**config.mk**
```make
export PLATFORM = sky130hd
export DESIGN_NAME = bytebeat_voice_scheduler
export DESIGN_NICKNAME = d
export VERILOG_FILES = /design/src/rtl/bytebeat_voice_scheduler.sv
export SDC_FILE = /design/constraint.sdc
export NUM_CORES = 1
export LEC_CHECK = 0
export BUFFER_PORTS_ARGS = -buffer_cell sky130_fd_sc_hd__buf_2
export CAP_MARGIN = 20
export CORE_AREA = 2 2 112 114
export DETAILED_ROUTE_END_ITERATION = 7
export DIE_AREA = 0 0 114 116
export GPL_ROUTABILITY_DRIVEN = 0
export PLACE_DENSITY = 0.76
export SLEW_MARGIN = 20
export SYNTH_ARGS = -nofsm -noshare
export SYNTH_HDL_FRONTEND = slang
export SYNTH_SLANG_ARGS = --single-unit
```
**constraint.sdc**
```tcl
create_clock -name clk -period 4 [get_ports clk]
set_input_delay 0.2 -clock clk [delete_from_list [all_inputs] [get_ports clk]]
set_output_delay 0.2 -clock clk [all_outputs]
set_load 0.1 [all_outputs]
```
**src/rtl/bytebeat_voice_scheduler.sv**
```systemverilog
// Sample-rate sequencer: divides clk down to the audio tick, polls each enabled voice
// over valid/ready, and emits one selected or averaged 8-bit sample per tick.
module bytebeat_voice_scheduler #(
    parameter int NUM_VOICES = 8,
    parameter int DIV_WIDTH  = 9,
    parameter int TIMEOUT    = 15
) (
    input  logic                          clk,
    input  logic                          reset,
    input  logic [DIV_WIDTH-1:0]          divider,
    input  logic [NUM_VOICES-1:0]         voice_en,
    input  logic                          mix_mode,
    input  logic [$clog2(NUM_VOICES)-1:0] voice_sel,
    input  logic [8*NUM_VOICES-1:0]       voice_pcm,
    input  logic [NUM_VOICES-1:0]         voice_vld,
    output logic [NUM_VOICES-1:0]         voice_rdy,
    output logic [7:0]                    sample_out,
    output logic                          sample_vld,
    output logic                          tick,
    output logic                          timeout_err,
    output logic                          overrun_err,
    input  logic                          clear_err
);

    localparam int SEL_W  = $clog2(NUM_VOICES);
    localparam int ACC_W  = 8 + SEL_W;
    localparam int WAIT_W = $clog2(TIMEOUT + 1);

    typedef enum logic [1:0] {IDLE, POLL, EMIT} state_t;

    state_t              state;
    logic [DIV_WIDTH-1:0] div_cnt;
    logic [SEL_W-1:0]    idx;
    logic [WAIT_W-1:0]   wait_cnt;
    logic [ACC_W-1:0]    acc;
    logic [7:0]          hold [NUM_VOICES];

    logic                cur_en;
    logic                cur_vld;
    logic [7:0]          cur_pcm;
    logic                last_voice;
    logic                step_done;
    logic                step_timeout;
    logic [7:0]          contrib;
    logic [ACC_W-1:0]    acc_next;
    logic [7:0]          mix_val;
    logic [7:0]          sel_val;

    assign cur_en     = voice_en[idx];
    assign cur_vld    = voice_vld[idx];
    assign cur_pcm    = voice_pcm[{idx, 3'b000} +: 8];
    assign last_voice = (idx == SEL_W'(NUM_VOICES - 1));

    // NOTE: every signal driven here gets a default first, so no path can infer a latch.
    always_comb begin
        voice_rdy    = '0;
        step_done    = 1'b0;
        step_timeout = 1'b0;
        contrib      = '0;
        if (state == POLL) begin
            if (!cur_en) begin
                step_done = 1'b1;
            end else begin
                voice_rdy[idx] = 1'b1;
                if (cur_vld) begin
                    step_done = 1'b1;
                    contrib   = cur_pcm;
                end else if (wait_cnt == WAIT_W'(TIMEOUT - 1)) begin
                    // A silent voice still contributes the sample it last delivered.
                    step_done    = 1'b1;
                    step_timeout = 1'b1;
                    contrib      = hold[idx];
                end
            end
        end
    end

    assign acc_next = acc + ACC_W'(contrib);
    assign mix_val  = acc_next[ACC_W-1:SEL_W];
    // Selected voice as it stands after the current slot's transfer lands.
    assign sel_val  = (cur_en && cur_vld && voice_sel == idx) ? cur_pcm : hold[voice_sel];

    // NOTE: all state here uses non-blocking assignments so every register samples pre-edge values.
    always_ff @(posedge clk) begin
        if (reset) begin
            state       <= IDLE;
            div_cnt     <= '0;
            tick        <= 1'b0;
            idx         <= '0;
            wait_cnt    <= '0;
            acc         <= '0;
            sample_out  <= '0;
            sample_vld  <= 1'b0;
            timeout_err <= 1'b0;
            overrun_err <= 1'b0;
            // NOTE: the hold array is reset deliberately; a stale sample must never reach the mix.
            for (int i = 0; i < NUM_VOICES; i++) hold[i] <= '0;
        end else begin
            if (div_cnt >= divider) begin
                tick    <= 1'b1;
                div_cnt <= '0;
            end else begin
                tick    <= 1'b0;
                div_cnt <= div_cnt + DIV_WIDTH'(1);
            end

            sample_vld <= 1'b0;

            // Clear first so a same-cycle error event wins.
            if (clear_err) begin
                timeout_err <= 1'b0;
                overrun_err <= 1'b0;
            end
            if (tick && state != IDLE) overrun_err <= 1'b1;
            if (step_timeout) timeout_err <= 1'b1;

            case (state)
                IDLE: begin
                    if (tick) begin
                        state    <= POLL;
                        idx      <= '0;
                        acc      <= '0;
                        wait_cnt <= '0;
                    end
                end
                POLL: begin
                    if (step_done) begin
                        acc      <= acc_next;
                        wait_cnt <= '0;
                        idx      <= idx + SEL_W'(1);
                        if (cur_en && cur_vld) hold[idx] <= cur_pcm;
                        if (last_voice) begin
                            state      <= EMIT;
                            sample_vld <= 1'b1;
                            sample_out <= mix_mode ? mix_val : sel_val;
                        end
                    end else begin
                        wait_cnt <= wait_cnt + WAIT_W'(1);
                    end
                end
                EMIT:    state <= IDLE;
                default: state <= IDLE;
            endcase
        end
    end

endmodule

```
==> summary.txt, run 1 <==
Status: complete, no violations
Setup tns final: 0 ns
Synth Area per Inst: 10.6 um2
Slew Limit Fails: 0
Worst R2R End: acc[10]$_SDFFE_PP0P_
Critical Path AT: 4.00 ns
Mux contribution to synthesized area: 19.4%
Synth Cell Area: 6430 um2
Nets: 840
N_diodes: 0
Most frequent cells in the layout: buf_2, nor2_1, edfxtp_1
Minimum clock period: 3.72 ns
Worst ir drop on vdd: 311 uV
Initial antenna violation count: 0
H-tree levels: 3
Starting Density: 54.0%
Overall global routing resource usage: 25.6%
P per Cell Area: 309 nW/um2
Worst-margin pin slew: 1.03 ns
Final ANT Viol Nets: 0
Clk_skew: 0.0105 ns
Hold Slack: 0.133 ns
Critical path class: flop to flop
DR pass1 iterations: 8
Vias: 5,270
Worst Hold Launch: clear_err
Post-CTS Setup Inserts: 0
Overflow after GRT: 0
RSZ-0062 raised after global routing: no
Syn-to-layout area delta: 17.3%
Clock Latency Late Sink: 0.35 ns
Max-cap viol count: 0
Final Hold Fails: 0
Port bufs: 115
Synth warn: 0
Clk root buf: clkbuf_16
Hold WC Path Type: input pin to flop
Synthesized flop and latch total: 108
Die Footprint: 13,200 um2
DRC: 0
Die X: 114 um
HPWL Detailed: 12.4 mm
Simple-Gate Fraction of Synth Area: 15.7%
Worst Hold Path EP: overrun_err$_SDFFE_PP0P_
Routed wire length: 16.3 mm
Largest net degree at the start of global routing: 28
Clk buf depth: 2
Rel. slew slack: 31.1%
CTS Hold Buffers Added: 0
Commonest non-fill, non-tap cell in the layout: buf_2
Layout cells sized above 1: 28.7%
Tcrit/Tclk final: 93.0%
Syn nets: 727
Critical Path RT: 4.28 ns
Sequential area share after synthesis: 43.6%
Dominant synthesized flop cell: edfxtp_1
Fmax: 0.269 GHz
Io pins: 116
Post-Synth XOR/XNOR Area: 2.59%
Core Util, Final: 63.4%
Hold Path Stages: 3
Synth Area in Adders: 4.59%
DR iter-0 viols: 402
Core area: 11,900 um2
Compound-Gate Fraction of Synth Area: 10.9%
Vias in the first global route: 5,278
Cell row count: 40
Register-to-Register Path Depth: 14
Reg2Reg Setup Slack: 0.28 ns
Final setup vio count: 0
DR vias/cell: 6.04
Startpoint Class: flop
CTS tree: built
Asr flop ratio synth: 0%
WL/cell: 18.6 um
Main combinational cell family by area after synthesis: multiplexers
Critical R2R Launch: idx[1]$_SDFFE_PP0P_
Die height: 116 um
Post-synth EDFFs: 64
Crit path max fanout: 9
CTS sink cnt: 108
Distinct cells, synth: 53
Leakage: 3.05 nW
Reg clk slew, reported paths: 0.07 ns
PnR worst setup slack: 0.281 ns
CTS buffer count: 9
Syn Inst Count: 608
Worst slack at placement: 0.297 ns
First-pass GRT wire length: 26.3 mm
Crit path capture type: flop
-- state kept, by name, summed over array words and instances (netlist names), named ones only --
name / flops
hold: 64
wait_cnt: 4
acc: 11
idx: 3
overrun_err: 1
timeout_err: 1
sample_out: 8
sample_vld: 1
state: 2
tick: 1
div_cnt: 9
-- layout make-up --
class	count	area [um2]
clock buffer	10	229
clock inverter	6	70.1
fill	962	4370
inverter	14	52.6
multi-input combinational	449	3420
sequential	108	2810
tap	147	184
timing repair buffer	139	785
-- power by group --
part	internal [mW]	total [mW]	switching [mW]	leakage, nW
sequential	1.20	1.22	0.0166	1.02
clock	0.492	0.899	0.407	0.144
combinational	0.107	0.216	0.109	1.89
-- critical path, cell delays in order (launching register included) --
cell and delay [ns]:
dfxtp_1 0.52, mux2_1 0.37, a22o_1 0.20, a221oi_2 0.35, nand2b_2 0.26, o22ai_1 0.11, ha_1 0.22, fa_1 0.44
a211oi_1 0.32, o211ai_1 0.14, nand2_1 0.16, nor2_1 0.10, nor3b_1 0.19, o21ai_0 0.09, a21oi_1 0.15
-- synth_stat cells (9+ instances only) --
cell type / number / area (um2)
clkbuf_1: 16 / 60.1
buf_2: 13 / 65.1
a21o_1: 9 / 67.6
xor2_1: 9 / 78.8
mux2i_1: 31 / 310
o22ai_1: 13 / 81.3
nor2b_1: 10 / 62.6
nand3_1: 24 / 120
mux4_2: 38 / 856
ha_1: 22 / 275
a21oi_1: 28 / 140
nor2_1: 98 / 368
xnor2_1: 10 / 87.6
a31oi_1: 9 / 56.3
o21ai_0: 20 / 100
inv_1: 14 / 52.6
nand2b_1: 11 / 68.8
edfxtp_1: 64 / 1920
dfxtp_1: 44 / 881
nand2_1: 50 / 188
-- layer usage --
layer | global-route usage, % | vias to the layer above | part of all wire [%] | wire length (um)
li1 | - | 2473 | - | -
met2 | 45.0 | 194 | 51 | 8300
met1 | 32.5 | 2582 | 41 | 6690
met4 | 7.40 | 0 | 1.5 | 236
met5 | 0 | - | 0 | 0
met3 | 5.07 | 21 | 6.4 | 1040
-- worst max-delay path by stage --
stage	from	to	slack, ns
after floorplan	flop	acc[10]$_SDFFE_PP0P_	0.33
after global placement	idx[1]$_SDFFE_PP0P_	acc[10]$_SDFFE_PP0P_	0.42
after detailed placement	idx[1]$_SDFFE_PP0P_	acc[10]$_SDFFE_PP0P_	0.30
after CTS	idx[1]$_SDFFE_PP0P_	acc[10]$_SDFFE_PP0P_	0.28
after global routing	idx[1]$_SDFFE_PP0P_	acc[10]$_SDFFE_PP0P_	0.002
final	idx[1]$_SDFFE_PP0P_	acc[10]$_SDFFE_PP0P_	0.28
-- repair_timing --
item	in CTS	in global routing
endpoints found under the setup margin	0	3
resized for setup	0	5
hold endpoints to repair	0	0
-- kinds of logic (layout without fill, tap and decap cells) --
group,after synthesis,in the layout
and+or+nand+nor,222,222
AOI/OAI and AO/OA,109,109
DFF,108,108
muxes,76,76
buffers and inverters,51,169
adders and majority gates,23,23
xor gates and xnor gates,19,19
-- metrics by stage --
stage,power [mW],instance area [um2],std cells
6_report,2.33,7550,873
2_1_floorplan,1.36,6430,608
5_1_grt,2.41,7550,873
3_3_place_gp,1.45,7230,857
4_1_cts,2.34,7530,873
3_5_place_dp,1.45,7230,857
Power figures use the tool's default switching activity.
==> run 2: changes to the inputs <==
- MAX_ROUTING_LAYER: default -> met4
==> run 2 against run 1 <==
  * Total power hardly changed
  * Non-clock buffer count stayed put
  * Fmax is 0.15% lower
  * Largest cell class unchanged
  * Largest power group unchanged
==> summary.txt, run 2 (synthesis gave the netlist of run 1 again) <==
Status: complete, no violations
Overflow after GRT: 0 (unchanged)
Critical Path RT: 4.28 ns (about the same)
Io pins: 116 (unchanged)
N_diodes: 0 (unchanged)
Cell row count: 40 (unchanged)
Clk root buf: clkbuf_16
Comb pwr share: 9.3% (about the same)
CTS Hold Buffers Added: 0 (unchanged)
Largest net degree at the start of global routing: 28 (unchanged)
Sequential power share: 52.1% (about the same)
Worst-margin pin slew: 1.01 ns (-0.0228 ns)
Final setup vio count: 0 (unchanged)
Critical Path AT: 4.00 ns (about the same)
CTS buffer count: 9 (unchanged)
Starting Density: 54.0% (unchanged)
Nets: 840 (unchanged)
CP peak stage delay: 0.52 ns (about the same)
Max-cap viol count: 0 (unchanged)
DRC: 0 (unchanged)
Tcrit/Tclk final: 93.1% (+0.14 points)
Leakage: 3.05 nW (unchanged)
Crit path max fanout: 9 (unchanged)
Syn-to-layout area delta: 17.3% (unchanged)
Port bufs: 115 (unchanged)
Clk_skew: 0.0112 ns (+0.000674 ns)
FF/Latch Area: 2810 um2 (unchanged)
Layout cells sized above 1: 28.7% (unchanged)
Startpoint Class: flop
Register-to-Register Path Depth: 14 (unchanged)
CTS tree: built
Clk buf depth: 2 (unchanged)
Total power: 2.33 mW (about the same)
H-tree levels: 3 (unchanged)
Hold WC Path Type: input pin to flop
Rel. slew slack: 32.6% (+1.5 points)
DR iter-0 viols: 356 (-11%)
HPWL Detailed: 12.4 mm (unchanged)
Vias in the first global route: 5,268 (-0.19%)
Die X: 114 um (unchanged)
Hold Path Stages: 3 (unchanged)
Fill cells: 962 (unchanged)
Critical path class: flop to flop
Most frequent cells in the layout: buf_2, nor2_1, edfxtp_1
Clock power share: 38.6% (about the same)
Final ANT Viol Nets: 0 (unchanged)
RSZ-0062 raised after global routing: no
Area of the multi-input gates: 3420 um2 (unchanged)
Largest regs: hold: 64 flops, acc: 11 flops, div_cnt: 9 flops
Overall global routing resource usage: 26.5% (+0.83 points)
Sw power: 0.532 mW (about the same)
Vias: 5,295 (+0.47%)
DR vias/cell: 6.07 (+0.47%)
Reg clk slew, reported paths: 0.07 ns (about the same)
Switching Share: 22.8% (about the same)
First-pass GRT wire length: 26.3 mm (about the same)
P per Cell Area: 309 nW/um2 (about the same)
Fmax: 0.268 GHz (-0.15%)
Setup tns final: 0 ns (unchanged)
Slew Limit Fails: 0 (unchanged)
Commonest non-fill, non-tap cell in the layout: buf_2
Initial antenna violation count: 0 (unchanged)
Routed wire length: 16.3 mm (+0.15%)
Worst ir drop on vdd: 311 uV (about the same)
Clock Latency Late Sink: 0.35 ns (about the same)
Crit path capture type: flop
CP cell instances: mux2_1 > a22o_1 > a221oi_2 > nand2b_2 > o22ai_1 > ha_1 > fa_1 > a211oi_1 > o211ai_1 > nand2_1 > nor2_1 > nor3b_1 > o21ai_0 > a21oi_1
Max FFs per register: 64 (unchanged)
Post-CTS Setup Inserts: 0 (unchanged)
Die Footprint: 13,200 um2 (unchanged)
WL/cell: 18.7 um (+0.15%)
Power Internal: 1.80 mW (about the same)
Slowest CP cell: dfxtp_1
DR pass1 iterations: 5 (-3)
Minimum clock period: 3.72 ns (+0.00545 ns)
Top reg by flops: hold
# resized after CTS: 0 (unchanged)
CTS sink cnt: 108 (unchanged)
Die height: 116 um (unchanged)
Final Hold Fails: 0 (unchanged)
Core area: 11,900 um2 (unchanged)
run 2: power groups by stage:
stage	clock, mW	sequential [mW]	combinational [mW]
finish	0.899	1.22	0.217
global route	0.953	1.22	0.236
CTS	0.909	1.21	0.216
detailed placement	0	1.24	0.214
global placement	0	1.24	0.209
floorplan	0	1.23	0.127
run 2: final cells by class:
cell class	count	share of cell area, %
Multi-Input combinational cell	449	45.3
Sequential cell	108	37.2
Timing Repair Buffer	139	10.4
Clock buffer	10	3.03
Tap cell	147	2.44
Clock inverter	6	0.929
Inverter	14	0.696
run 2: final timing paths:
check	start	slack, ns	to
setup / recovery	idx[1]$_SDFFE_PP0P_	0.28	acc[10]$_SDFFE_PP0P_
setup reg to reg	idx[1]$_SDFFE_PP0P_	0.28	acc[10]$_SDFFE_PP0P_
hold reg to reg	acc[6]$_SDFFE_PP0P_	0.47	acc[6]$_SDFFE_PP0P_
hold / removal	clear_err	0.13	overrun_err$_SDFFE_PP0P_
run 2: critical path: cells and delay by family (launching register included):
| family | cells | cell delay [ns] |
|---|---|---|
| DFF | 1 | 0.52 |
| adders and majority gates | 2 | 0.66 |
| muxes | 1 | 0.37 |
| AOI/OAI and AO/OA | 7 | 1.37 |
| and+or+nand+nor | 4 | 0.71 |
run 2: metrics by stage:
| step | cells | utilization (%) | worst slack (ns) | cell area [um2] | hold slack, ns |
|---|---|---|---|---|---|
| after detailed placement | 857 | 60.7 | 0.297 | 7230 | 0.457 |
| after CTS | 873 | 63.2 | 0.278 | 7530 | 0.119 |
| after global routing | 873 | 63.4 | 0.00223 | 7550 | 0.134 |
| after global placement | 857 | 60.7 | 0.417 | 7230 | 0.445 |
| after floorplan | 608 | - | 0.331 | 6430 | 0.378 |
| final | 873 | 63.4 | 0.275 | 7550 | 0.131 |
run 2: layer usage:
layer / track usage [%] / part of all wire (%) / vias up
met5: - / 0 / -
met4: 7.24 / 1.4 / 0
met3: 5.28 / 6.4 / 21
met2: 45.0 / 51 / 191
met1: 32.5 / 41 / 2610
li1: - / - / 2473
